--- src/rtl/reaction_timer.sv ---
// Reaction timer: start a round, wait a pseudo-random number of ms, light the
// LED, then count whole milliseconds until the player presses the button.
// A press before the LED lights is a false start and reports 0 ms.
module reaction_timer #(
    parameter int TICK_DIV     = 50000,
    parameter int MIN_DELAY_MS = 1000,
    parameter int RAND_MASK    = 1023
) (
    input  logic        clk,
    input  logic        reset,
    input  logic        start,
    input  logic        b,
    output logic        led,
    output logic [23:0] timecount,
    output logic        done,
    output logic        false_start,
    output logic        busy
);

    localparam int DIV_W   = (TICK_DIV > 1) ? $clog2(TICK_DIV) : 1;
    localparam int DELAY_W = $clog2(MIN_DELAY_MS + RAND_MASK + 1);
    localparam logic [DIV_W-1:0] DIV_LAST = DIV_W'(TICK_DIV - 1);
    localparam logic [15:0]      LFSR_SEED = 16'hACE1;
    localparam logic [23:0]      MS_MAX    = 24'hFFFFFF;

    typedef enum logic [1:0] {S_IDLE, S_WAIT, S_COUNT, S_DONE} state_t;

    state_t               state_reg, state_next;
    logic [1:0]           sync_reg;
    logic                 b_prev_reg;
    logic [15:0]          lfsr_reg;
    logic [DIV_W-1:0]     div_reg, div_next;
    logic [DELAY_W-1:0]   delay_reg, delay_next;
    logic [23:0]          ms_reg, ms_next;
    logic [23:0]          timecount_reg, timecount_next;
    logic                 led_reg, led_next;
    logic                 done_reg, done_next;
    logic                 fs_reg, fs_next;
    logic                 busy_reg, busy_next;

    logic                 press;
    logic                 tick;
    logic                 lfsr_fb;
    logic [23:0]          ms_inc;
    logic [DELAY_W-1:0]   delay_load;

    // Synchronised button level (sync_reg[1]) and its previous value, for edge detection
    always_ff @(posedge clk or posedge reset) begin
        if (reset) begin
            sync_reg   <= 2'b00;
            b_prev_reg <= 1'b0;
        end else begin
            sync_reg   <= {sync_reg[0], b};
            b_prev_reg <= sync_reg[1];
        end
    end

    // Free-running LFSR, taps 16/14/13/11 in right-shift form
    always_ff @(posedge clk or posedge reset) begin
        if (reset) lfsr_reg <= LFSR_SEED;
        else       lfsr_reg <= {lfsr_fb, lfsr_reg[15:1]};
    end

    assign lfsr_fb    = lfsr_reg[0] ^ lfsr_reg[2] ^ lfsr_reg[3] ^ lfsr_reg[5];
    assign press      = sync_reg[1] & ~b_prev_reg;
    assign tick       = (div_reg == DIV_LAST);
    assign ms_inc     = (ms_reg == MS_MAX) ? ms_reg : ms_reg + 24'd1;
    assign delay_load = DELAY_W'(MIN_DELAY_MS) + DELAY_W'(lfsr_reg & 16'(RAND_MASK));

    // State register
    always_ff @(posedge clk or posedge reset) begin
        if (reset) state_reg <= S_IDLE;
        else       state_reg <= state_next;
    end

    // Next-state logic; a press outranks the final WAIT tick so it counts as a false start
    always_comb begin
        state_next = state_reg;
        case (state_reg)
            S_IDLE:  if (start) state_next = S_WAIT;
            S_WAIT: begin
                if (press)                                      state_next = S_DONE;
                else if (tick && (delay_reg <= DELAY_W'(1)))    state_next = S_COUNT;
            end
            S_COUNT: if (press) state_next = S_DONE;
            S_DONE:  if (start) state_next = S_WAIT;
            default: state_next = S_IDLE;
        endcase
    end

    // Next values of the datapath and registered outputs
    always_comb begin
        delay_next     = delay_reg;
        ms_next        = ms_reg;
        timecount_next = timecount_reg;
        fs_next        = fs_reg;
        done_next      = 1'b0;
        // divider restarts on every state entry so the first tick is a full ms later
        if (state_next != state_reg || tick) div_next = '0;
        else                                 div_next = div_reg + DIV_W'(1);
        led_next  = (state_next == S_COUNT);
        busy_next = (state_next == S_WAIT) || (state_next == S_COUNT);
        case (state_reg)
            S_IDLE, S_DONE: begin
                if (start) begin
                    delay_next     = delay_load;
                    timecount_next = '0;
                    fs_next        = 1'b0;
                end
            end
            S_WAIT: begin
                if (press) begin
                    timecount_next = '0;
                    fs_next        = 1'b1;
                    done_next      = 1'b1;
                end else if (tick) begin
                    if (delay_reg != '0) delay_next = delay_reg - DELAY_W'(1);
                    if (delay_reg <= DELAY_W'(1)) ms_next = '0;
                end
            end
            S_COUNT: begin
                if (press) begin
                    // a tick landing with the press still counts toward the result
                    timecount_next = tick ? ms_inc : ms_reg;
                    done_next      = 1'b1;
                end else if (tick) begin
                    ms_next = ms_inc;
                end
            end
            default: ;
        endcase
    end

    // Datapath and output registers
    always_ff @(posedge clk or posedge reset) begin
        if (reset) begin
            div_reg       <= '0;
            delay_reg     <= '0;
            ms_reg        <= '0;
            timecount_reg <= '0;
            led_reg       <= 1'b0;
            done_reg      <= 1'b0;
            fs_reg        <= 1'b0;
            busy_reg      <= 1'b0;
        end else begin
            div_reg       <= div_next;
            delay_reg     <= delay_next;
            ms_reg        <= ms_next;
            timecount_reg <= timecount_next;
            led_reg       <= led_next;
            done_reg      <= done_next;
            fs_reg        <= fs_next;
            busy_reg      <= busy_next;
        end
    end

    assign led         = led_reg;
    assign timecount   = timecount_reg;
    assign done        = done_reg;
    assign false_start = fs_reg;
    assign busy        = busy_reg;

endmodule

--- config.mk ---
export PLATFORM = sky130hd
export DESIGN_NAME = reaction_timer
export DESIGN_NICKNAME = d
export VERILOG_FILES = /design/src/rtl/reaction_timer.sv
export SDC_FILE = /design/constraint.sdc
export NUM_CORES = 1
export LEC_CHECK = 0
export ABC_AREA = 1
export BUFFER_PORTS_ARGS = -buffer_cell sky130_fd_sc_hd__buf_4
export CORE_AREA = 2 2 108 110
export CTS_CLUSTER_DIAMETER = 120
export DETAILED_ROUTE_END_ITERATION = 10
export DIE_AREA = 0 0 110 112
export PLACE_DENSITY_LB_ADDON = 0.15
export SETUP_SLACK_MARGIN = 0.3
export SLEW_MARGIN = 15
export SYNTH_ARGS = -nofsm -noshare
export SYNTH_HDL_FRONTEND = slang
export SYNTH_SLANG_ARGS = --single-unit
--- constraint.sdc ---
create_clock -name clk -period 2.8 [get_ports clk]
set_input_delay 0.28 -clock clk [delete_from_list [all_inputs] [get_ports clk]]
set_output_delay 0.28 -clock clk [all_outputs]
set_load 0.1 [all_outputs]
* Yosys cells after proc, flatten, opt, wreduce, memory -nomap -nowiden
Index checks and enable logic that the tools add are counted.
Storage, ports and cells: logic and storage cells 78, input port bits 4, output and inout port bits 28, bits in registers 100
Operators by class: bitwise logic cells 5, magnitude comparators 1, reductions and logical operators 13, eq/ne operators 16, add/sub/neg operators 4, muxes and demuxes 27
Operator list (number):
- $mux W24 | 9
- $pmux W24 S3 | 1
- $pmux W24 S2 | 1
- $mux W11 | 4
- $add A24 B1 Y24 const B | 1
- $eq A24 B24 Y1 const B | 1
- $pmux W11 S2 | 1
- $add A16 B1 Y16 const B | 1
- $eq A16 B16 Y1 const B | 1
- $mux W16 | 1
- $ne A2 B2 Y1 const B | 7
- $add A10 B10 Y11 const A | 1
- $le A11 B1 Y1 const B | 1
- $reduce_bool A11 Y1 | 1
- $sub A11 B1 Y11 const B | 1
- $reduce_and A5 Y1 | 2
- $mux W2 | 4
- $eq A2 B2 Y1 const B | 3
- $pmux W2 S3 | 1
- $reduce_and A3 Y1 | 2
- $eq A2 B1 Y1 const B | 2
- $mux W1 | 4
- $reduce_bool A2 Y1 | 2
- $reduce_or A2 Y1 | 2
- other kinds (9) | 12

* Depth between registers and ports, before layout
Gate-level depths: netlist of run 1.
depth in word-level cells 8, depth in mapped cells 14, mapped depth without buffers 13

* Worst setup path before layout of run 1
No wires, ideal clock.
path kind flip-flop to flip-flop, from register state_reg[0], to register div_reg[9], setup slack 1.035 ns, data arrival time 1.642 ns, period minus slack after synthesis 1.765 ns, path buffers 1, library setup time 0.124 ns, stages on the path, launching flop included 11, data required time 2.676 ns, cell sequence dfrtp_1 inv_1 ha_1 inv_1 nor2_1 inv_1 o21ai_0 nand3_1 nand2_2 buf_4 nor3_2
Between the ends: longest elaborated chain between the ends 6, elaborated cells between the ends (all ways) 13, those cells by class eq/ne: 4; mux: 6; reduce/logical: 3
Ends and longest elaborated chain:
- start, declared | RTL line 28 | state_t state_reg, state_next;
- start signal, assigned | RTL line 73 | else state_reg <= state_next;
- $eq A2 B2 Y1, or another cell as far along | RTL line 79 | case (state_reg)
- $reduce_or A2 Y1 (no source line) or $mux W2 (tied branches)
- $pmux W2 S3 | RTL line 79
- $ne A2 B2 Y1 (*) | RTL line 99 | if (state_next != state_reg || tick) div_next = '0;
- $logic_or A1 B1 Y1 (*) | RTL line 99
- $mux W16 (*) | RTL line 99
- named net div_next[9] | RTL line 32 | logic [DIV_W-1:0] div_reg, div_next;
- end signal, assigned | RTL line 146 | div_reg <= div_next;
- end, declared | RTL line 32
The timed path passes the listed nets; every way through them passes the cells marked *. A chain may end at the register's enable or synchronous reset.

* Worst setup path after layout of run 1
from register state_reg[0], to register ms_reg[12]
Between the ends: longest elaborated chain between the ends 3, elaborated cells between the ends (all ways) 9, those cells by class eq/ne: 6; mux: 1; reduce/logical: 2
Ends and longest elaborated chain:
- $eq A2 B1 Y1 or $eq A2 B2 Y1 (tied branches) | RTL line 103 | case (state_reg)
- $ne A2 B2 Y1 (no source line) or $reduce_bool A2 Y1 (tied branches)
- $reduce_and A5 Y1 (no source line)
- end signal, assigned | RTL line 148 | ms_reg <= ms_next;
- end, declared | RTL line 34 | logic [23:0] ms_reg, ms_next;
Parallel ways exist; a longest one is shown, timed or not.

==> flow_metrics.env, run 1 <==
export IMPL_clk_pin_slew_ns=0.07
export IMPL_finish_net_count=742
export IMPL_globalRouteTotalUtil_pct=21.8
export IMPL_timing_final_crit_share_pct=78.8
export IMPL_power_leakage_nw=2.71
export IMPL_detailed_place_hpwl_um=8550
export IMPL_postSynthCellCount=704
export IMPL_asyncSetResetFlopFracSynth_pct=100
export IMPL_ys_seq_elements=100
export IMPL_grt_pass1_vias=4607
export IMPL_postRouteWirelength_um=12000
export IMPL_critPathKind="register to register"
export IMPL_fp_coreArea_sq_mm=0.0112
export IMPL_count_of_tritonroute_iterations_in_the_first_routing_pass=4
export IMPL_route_top_layer_used="met4"
export IMPL_synthesis_area_sq_mm=0.00557
export IMPL_clock_fmax_ghz=0.453
export IMPL_post_synth_top_area_cell="sky130_fd_sc_hd__dfrtp_1"
export IMPL_relSlewSlack_pct=54.9
export IMPL_route_vias_total=4564
export IMPL_hold_viol_final=0
export IMPL_power_per_cell_area_mw_per_mm2=761
export IMPL_finish_utilization_pct=55.2
export IMPL_yosys_warnings=0
export IMPL_timing_setup_tns_ns=0
export IMPL_yosys_area_top_type_share_pct=41.3
export IMPL_syn_area_per_cell_sq_um=7.91
export IMPL_die_y_um=112
export IMPL_crit_end="ms_reg[12]"
export IMPL_start_util_pct=49.8
export IMPL_post_route_cells_drive_above_1_share_pct=14.3
export IMPL_synth_edf_count=0
export IMPL_critical_path_fanout_max=34
export IMPL_worstPathArrival_ns=2.44
export IMPL_grt_start_max_net_pins=70
export IMPL_ctsLongestPathBuffers=2
export IMPL_ys_flop_type="sky130_fd_sc_hd__dfrtp_1"
export IMPL_maximum_vdd_drop_mv=0.825
export IMPL_multi_input_area_sq_mm=0.00267
export IMPL_post_route_drc_count=0
export IMPL_syn_num_nets=717
export IMPL_synth_cell_types=42
export IMPL_worst_setup_path_start_kind="register"
export IMPL_routed_via_density=5.20
export IMPL_tritoncts="built"
export IMPL_synth_sequential_area_ratio_pct=45.1
export IMPL_fill_cells=1087
export IMPL_congestion_overflow_gr=0
export IMPL_cp_data_required_time_ns=3.03
export IMPL_gp_routability_congestion=0.922
export IMPL_met3RoutedLength_um=398
export IMPL_synth_top_cells_by_area="sky130_fd_sc_hd__dfrtp_1, sky130_fd_sc_hd__nand2_1, sky130_fd_sc_hd__nor2_1"
export IMPL_post_drt_wl_per_cell_um=13.7
export IMPL_worstSkewPairLatency_ns=0.36
export IMPL_worstHoldPathType="input port to asynchronous set/reset pin"
export IMPL_cts_hold_buffers_added=0
export IMPL_setup_worst_path_end_class="register"
export IMPL_regToRegStartpoint="state_reg[0]"
export IMPL_die_area_sq_mm=0.0123
export IMPL_count_of_port_buffers_added_during_placement=31
export IMPL_wl_met1_um=5540
export IMPL_area_growth_syn_to_layout_pct=10.9
export IMPL_met2RoutedLength_um=5820
export IMPL_worst_reg2reg_path_length_in_cells=10
export IMPL_status="complete, no violations"
export IMPL_fin_crit_period_ns=2.21
export IMPL_reg2reg_setup_slack_ns=0.59
export IMPL_fin_skew_ns=0.00964
export IMPL_postRouteAntennaNets=0
export IMPL_io_pins=32
export IMPL_antenna_diode_count=0
export IMPL_rr_endpoint="ms_reg[12]"
export IMPL_setup_viol=0
export IMPL_rsz0062_at_grt="false"
export IMPL_floorplan_rows=39
export IMPL_dr_first_iter_drc_count=244
export IMPL_cts_root_buffer_cell="sky130_fd_sc_hd__clkbuf_16"
export IMPL_grt_pass1_wl_um=21300
export IMPL_cp_startpoint="state_reg[0]"
export IMPL_worstMarginPinSlew_ns=0.674
export IMPL_slew_violations=0
export IMPL_htree_levels=3
export IMPL_seq_area_sq_mm=0.00251
export IMPL_initial_antenna_violation_count=0
export IMPL_chip_width_um=110
export IMPL_cts_inserted_buffers=9
export IMPL_tritoncts_num_sinks=100
export IMPL_timing_max_cap_violations=0
-- power breakdown --
part           switching, mW  internal, mW
Sequential             0.112          1.58
Clock                  0.541         0.603
Combinational           1.40         0.459
-- cell families after synthesis --
kind of cell	Yosys count	share of synthesized area (%)
AO/OA/AOI/OAI	83	9.08
buffers and inverters	87	7.03
XOR/XNOR	34	5.35
AND/OR/NAND/NOR	391	31.4
flip-flops	100	45.1
adder cells (fa/ha/maj)	9	2.02
-- timing repair --
item	4_1_cts	5_1_grt
setup buffers	0	0
endpoints found under the setup margin	0	1
resized for setup	0	1
-- cell usage in the layout, fill, tap and decap left out, types with 3 or more instances in the layout --
cell type,instances
sky130_fd_sc_hd__nand2_1,201
sky130_fd_sc_hd__dfrtp_1,92
sky130_fd_sc_hd__nor2_1,80
sky130_fd_sc_hd__inv_1,56
sky130_fd_sc_hd__nand3_1,49
sky130_fd_sc_hd__buf_4,38
sky130_fd_sc_hd__o21ai_1,33
sky130_fd_sc_hd__xor2_1,22
sky130_fd_sc_hd__o21ai_0,18
sky130_fd_sc_hd__nand4_1,14
sky130_fd_sc_hd__xnor2_1,12
sky130_fd_sc_hd__nor3_2,12
sky130_fd_sc_hd__nor3_1,11
sky130_fd_sc_hd__o21ai_2,9
sky130_fd_sc_hd__ha_1,9
sky130_fd_sc_hd__clkbuf_16,9
sky130_fd_sc_hd__dfstp_2,8
sky130_fd_sc_hd__o211ai_1,7
sky130_fd_sc_hd__nor2_4,4
sky130_fd_sc_hd__nand2_2,4
sky130_fd_sc_hd__a21oi_1,4
sky130_fd_sc_hd__a31oi_1,4
sky130_fd_sc_hd__inv_2,3
sky130_fd_sc_hd__nor2_2,3
sky130_fd_sc_hd__or2_2,3
sky130_fd_sc_hd__clkinvlp_4,3
sky130_fd_sc_hd__clkbuf_1,3
-- layout make-up --
cell class	instances	area share (%)
repair buffers	39	4.95
clock buffers	12	3.83
multi-input cells	517	43.3
clock inverters	4	0.466
flip-flops and latches	100	40.7
well taps	143	2.90
inverters	62	3.87
-- routing by layer --
metal / track usage [%] / vias to the layer above
met5: 0 / -
met4: 9.70 / 0
met3: 5.09 / 19
met2: 36.4 / 69
met1: 26.6 / 2156
li1: - / 2320
-- Yosys cell counts, types with 8 or more instances --
master and n:
sky130_fd_sc_hd__o21ai_0 18, sky130_fd_sc_hd__dfstp_2 8, sky130_fd_sc_hd__nand3_1 49, sky130_fd_sc_hd__nor3_2 12, sky130_fd_sc_hd__ha_1 9, sky130_fd_sc_hd__inv_1 57, sky130_fd_sc_hd__o21ai_1 33, sky130_fd_sc_hd__xor2_1 22
sky130_fd_sc_hd__nor2_1 80, sky130_fd_sc_hd__nand2_1 201, sky130_fd_sc_hd__o21ai_2 9, sky130_fd_sc_hd__dfrtp_1 92, sky130_fd_sc_hd__clkbuf_1 8, sky130_fd_sc_hd__nand4_1 14, sky130_fd_sc_hd__nor3_1 11, sky130_fd_sc_hd__buf_2 8
sky130_fd_sc_hd__xnor2_1 12
-- worst min-delay path by stage --
stage,to,cells past startpoint
final,lfsr_reg[8],2
after global routing,sync_reg[0],1
after CTS,sync_reg[0],1
after detailed placement,sync_reg[1],0
after global placement,sync_reg[1],0
after floorplan,sync_reg[0],0
-- critical path, cell delays in order (launching register included) --
cell and delay [ns]:
sky130_fd_sc_hd__dfrtp_1 0.44, sky130_fd_sc_hd__inv_1 0.11, sky130_fd_sc_hd__ha_1 0.17, sky130_fd_sc_hd__buf_4 0.25, sky130_fd_sc_hd__nor2_1 0.10, sky130_fd_sc_hd__inv_1 0.08, sky130_fd_sc_hd__nand2_1 0.10, sky130_fd_sc_hd__a21oi_4 0.38
sky130_fd_sc_hd__inv_4 0.25, sky130_fd_sc_hd__nand2_1 0.14, sky130_fd_sc_hd__o21ai_2 0.05
-- through the flow --
| stage | power [mW] | cells | setup WS (ns) | instance area, sq um | hold slack (ns) |
|---|---|---|---|---|---|
| 3_5_place_dp | 3.57 | 861 | 0.602 | 5900 | 0.342 |
| 6_report | 4.70 | 877 | 0.593 | 6170 | 0.0174 |
| 4_1_cts | 4.74 | 877 | 0.578 | 6170 | 0.0118 |
| 2_1_floorplan | 3.26 | 704 | 1.03 | 5570 | 0.311 |
| 3_3_place_gp | 3.52 | 861 | 0.701 | 5900 | 0.335 |
| 5_1_grt | 5.04 | 877 | 0.347 | 6170 | 0.00819 |
Note: power is estimated with default switching activity, not from simulation.
==> run 2, diff against run 1 <==
- clock period: 2.8 -> 2.3 ns (I/O delays scaled with it)
==> flow_metrics.env, run 2 (synthesis results as in run 1) <==
export IMPL_count_of_port_buffers_added_during_placement=31
export IMPL_htree_levels=3
export IMPL_rsz0062_at_grt="true"
export IMPL_worstHoldEndpoint="false_start"
export IMPL_groute_layer_met1_usage_pct=25.3
export IMPL_postRouteWirelength_um=12300
export IMPL_start_util_pct=49.8
export IMPL_chip_width_um=110
export IMPL_clock_fmax_ghz=0.527
export IMPL_hold_viol_final=0
export IMPL_antenna_diode_count=0
export IMPL_timing_max_cap_violations=0
export IMPL_routed_via_density=5.23
export IMPL_status="complete, no violations"
export IMPL_postRouteAntennaNets=0
export IMPL_grt_start_max_net_pins=70
export IMPL_critPathKind="register to register"
export IMPL_tightest_hold_margin_ns=0.290
export IMPL_detailed_place_area_sq_mm=0.00593
export IMPL_detailed_place_hpwl_um=8420
export IMPL_stdcell_count=896
export IMPL_power_per_cell_area_mw_per_mm2=931
export IMPL_global_route_usage_met2_pct=35.0
export IMPL_setup_worst_path_end_class="register"
export IMPL_die_area_sq_mm=0.0123
export IMPL_setup_viol=0
export IMPL_floorplan_rows=39
export IMPL_maximum_vdd_drop_mv=1.34
export IMPL_count_of_tritonroute_iterations_in_the_first_routing_pass=5
export IMPL_rr_endpoint="timecount[18]"
export IMPL_global_route_peak_usage_layer="met2"
export IMPL_regToRegStartpoint="state_reg[1]"
export IMPL_layout_common_cells="sky130_fd_sc_hd__nand2_1, sky130_fd_sc_hd__dfrtp_1, sky130_fd_sc_hd__nor2_1, sky130_fd_sc_hd__inv_1, sky130_fd_sc_hd__buf_4"
export IMPL_placed_cells=865
export IMPL_route_vias_total=4688
export IMPL_grt_pass1_vias=4590
export IMPL_finish_net_count=761
export IMPL_fp_coreArea_sq_mm=0.0112
export IMPL_ctsLongestPathBuffers=2
export IMPL_worst_hold_startpoint="start"
export IMPL_power_leakage_nw=2.83
export IMPL_io_pins=32
export IMPL_clk_pin_slew_ns=0.07
export IMPL_initial_antenna_violation_count=0
export IMPL_area_growth_syn_to_layout_pct=15.3
export IMPL_die_y_um=112
export IMPL_overall_power_after_layout_mw=5.98
export IMPL_relSlewSlack_pct=72.5
export IMPL_worstMarginPinSlew_ns=0.411
export IMPL_tritoncts_num_sinks=100
export IMPL_post_route_cells_drive_above_1_share_pct=18.5
export IMPL_grt_pass1_wl_um=20400
export IMPL_timing_final_crit_share_pct=82.5
export IMPL_worst_setup_path_start_kind="register"
export IMPL_worst_reg2reg_path_length_in_cells=9
export IMPL_gp_routability_congestion=0.913
export IMPL_timing_setup_tns_ns=0
export IMPL_fin_crit_period_ns=1.90
export IMPL_most_common_cell_after_layout_fill_and_taps_aside="sky130_fd_sc_hd__nand2_1"
export IMPL_worstPathArrival_ns=2.19
export IMPL_critical_path_fanout_max=11
export IMPL_cts_inserted_buffers=9
export IMPL_dr_first_iter_drc_count=195
export IMPL_cp_data_required_time_ns=2.59
export IMPL_cts_root_buffer_cell="sky130_fd_sc_hd__clkbuf_16"
export IMPL_congestion_overflow_gr=0
export IMPL_worstSkewPairLatency_ns=0.36
export IMPL_reg2reg_setup_slack_ns=0.40
export IMPL_tritoncts="built"
export IMPL_post_drt_wl_per_cell_um=13.8
export IMPL_worstHoldPathType="input port to register"
export IMPL_final_design_area_no_fill_sq_mm=0.00642
export IMPL_fin_skew_ns=0.0111
export IMPL_slew_violations=0
export IMPL_globalRouteTotalUtil_pct=20.6
export IMPL_gr_usage_met3_pct=5.56
export IMPL_min_delay_path_depth=4
export IMPL_post_route_drc_count=0
run 2: power by group:
group,leakage (nW),switching (mW),internal [mW]
sequential,1.32,0.133,1.93
combinational,1.37,1.85,0.635
clock,0.133,0.683,0.752
run 2: worst max path at each step:
| stage | end | slack, ns | from |
|---|---|---|---|
| detailed placement | busy | 0.20 | state_reg[0] |
| floorplan | div_reg[9] | 0.53 | state_reg[0] |
| finish | timecount[18] | 0.40 | state_reg[1] |
| global placement | timecount[1] | 0.30 | ms_reg[0] |
| global route | delay_reg[3] | 0.27 | div_reg[0] |
| CTS | busy | 0.27 | state_reg[0] |
run 2: metrics by stage:
step | util (%) | setup WS, ns
after floorplan | - | 0.535
after global placement | 53.1 | 0.300
after detailed placement | 53.1 | 0.195
after CTS | 55.9 | 0.274
after global routing | 57.5 | 0.272
final | 57.5 | 0.402
run 2: layout make-up:
class / instances / area (sq um)
fillers: 1052 / 4750
multi-input cells: 519 / 2750
well taps: 143 / 179
clock inverters: 5 / 45.0
flip-flops and latches: 100 / 2510
clock buffers: 11 / 233
repair buffers: 56 / 459
inverters: 62 / 239
run 2: timing repair:
item,in CTS,in global routing
endpoints found under the setup margin,22,73
cloned,0,3
hold buffers,2,0
pin swaps,0,10
setup buffers,1,9
hold endpoints to repair,4,0
resized for setup,4,22
run 2: per-layer routing:
metal  share of wire, %  vias to the layer above  wire length (um)
met5                  0                        -                 0
met4                1.5                        0               179
met3                3.7                       15               452
met2                 51                       85              6280
met1                 44                     2230              5420
li1                   -                     2358                 -
run 2: worst max-delay path: stages (launching register included):
cell	delay [ns]
sky130_fd_sc_hd__dfrtp_1	0.43
sky130_fd_sc_hd__inv_1	0.12
sky130_fd_sc_hd__ha_1	0.24
sky130_fd_sc_hd__nor2_1	0.15
sky130_fd_sc_hd__inv_1	0.07
sky130_fd_sc_hd__nand2_1	0.14
sky130_fd_sc_hd__nand2_1	0.10
sky130_fd_sc_hd__inv_1	0.30
sky130_fd_sc_hd__nand4_1	0.19
sky130_fd_sc_hd__nand2_1	0.10
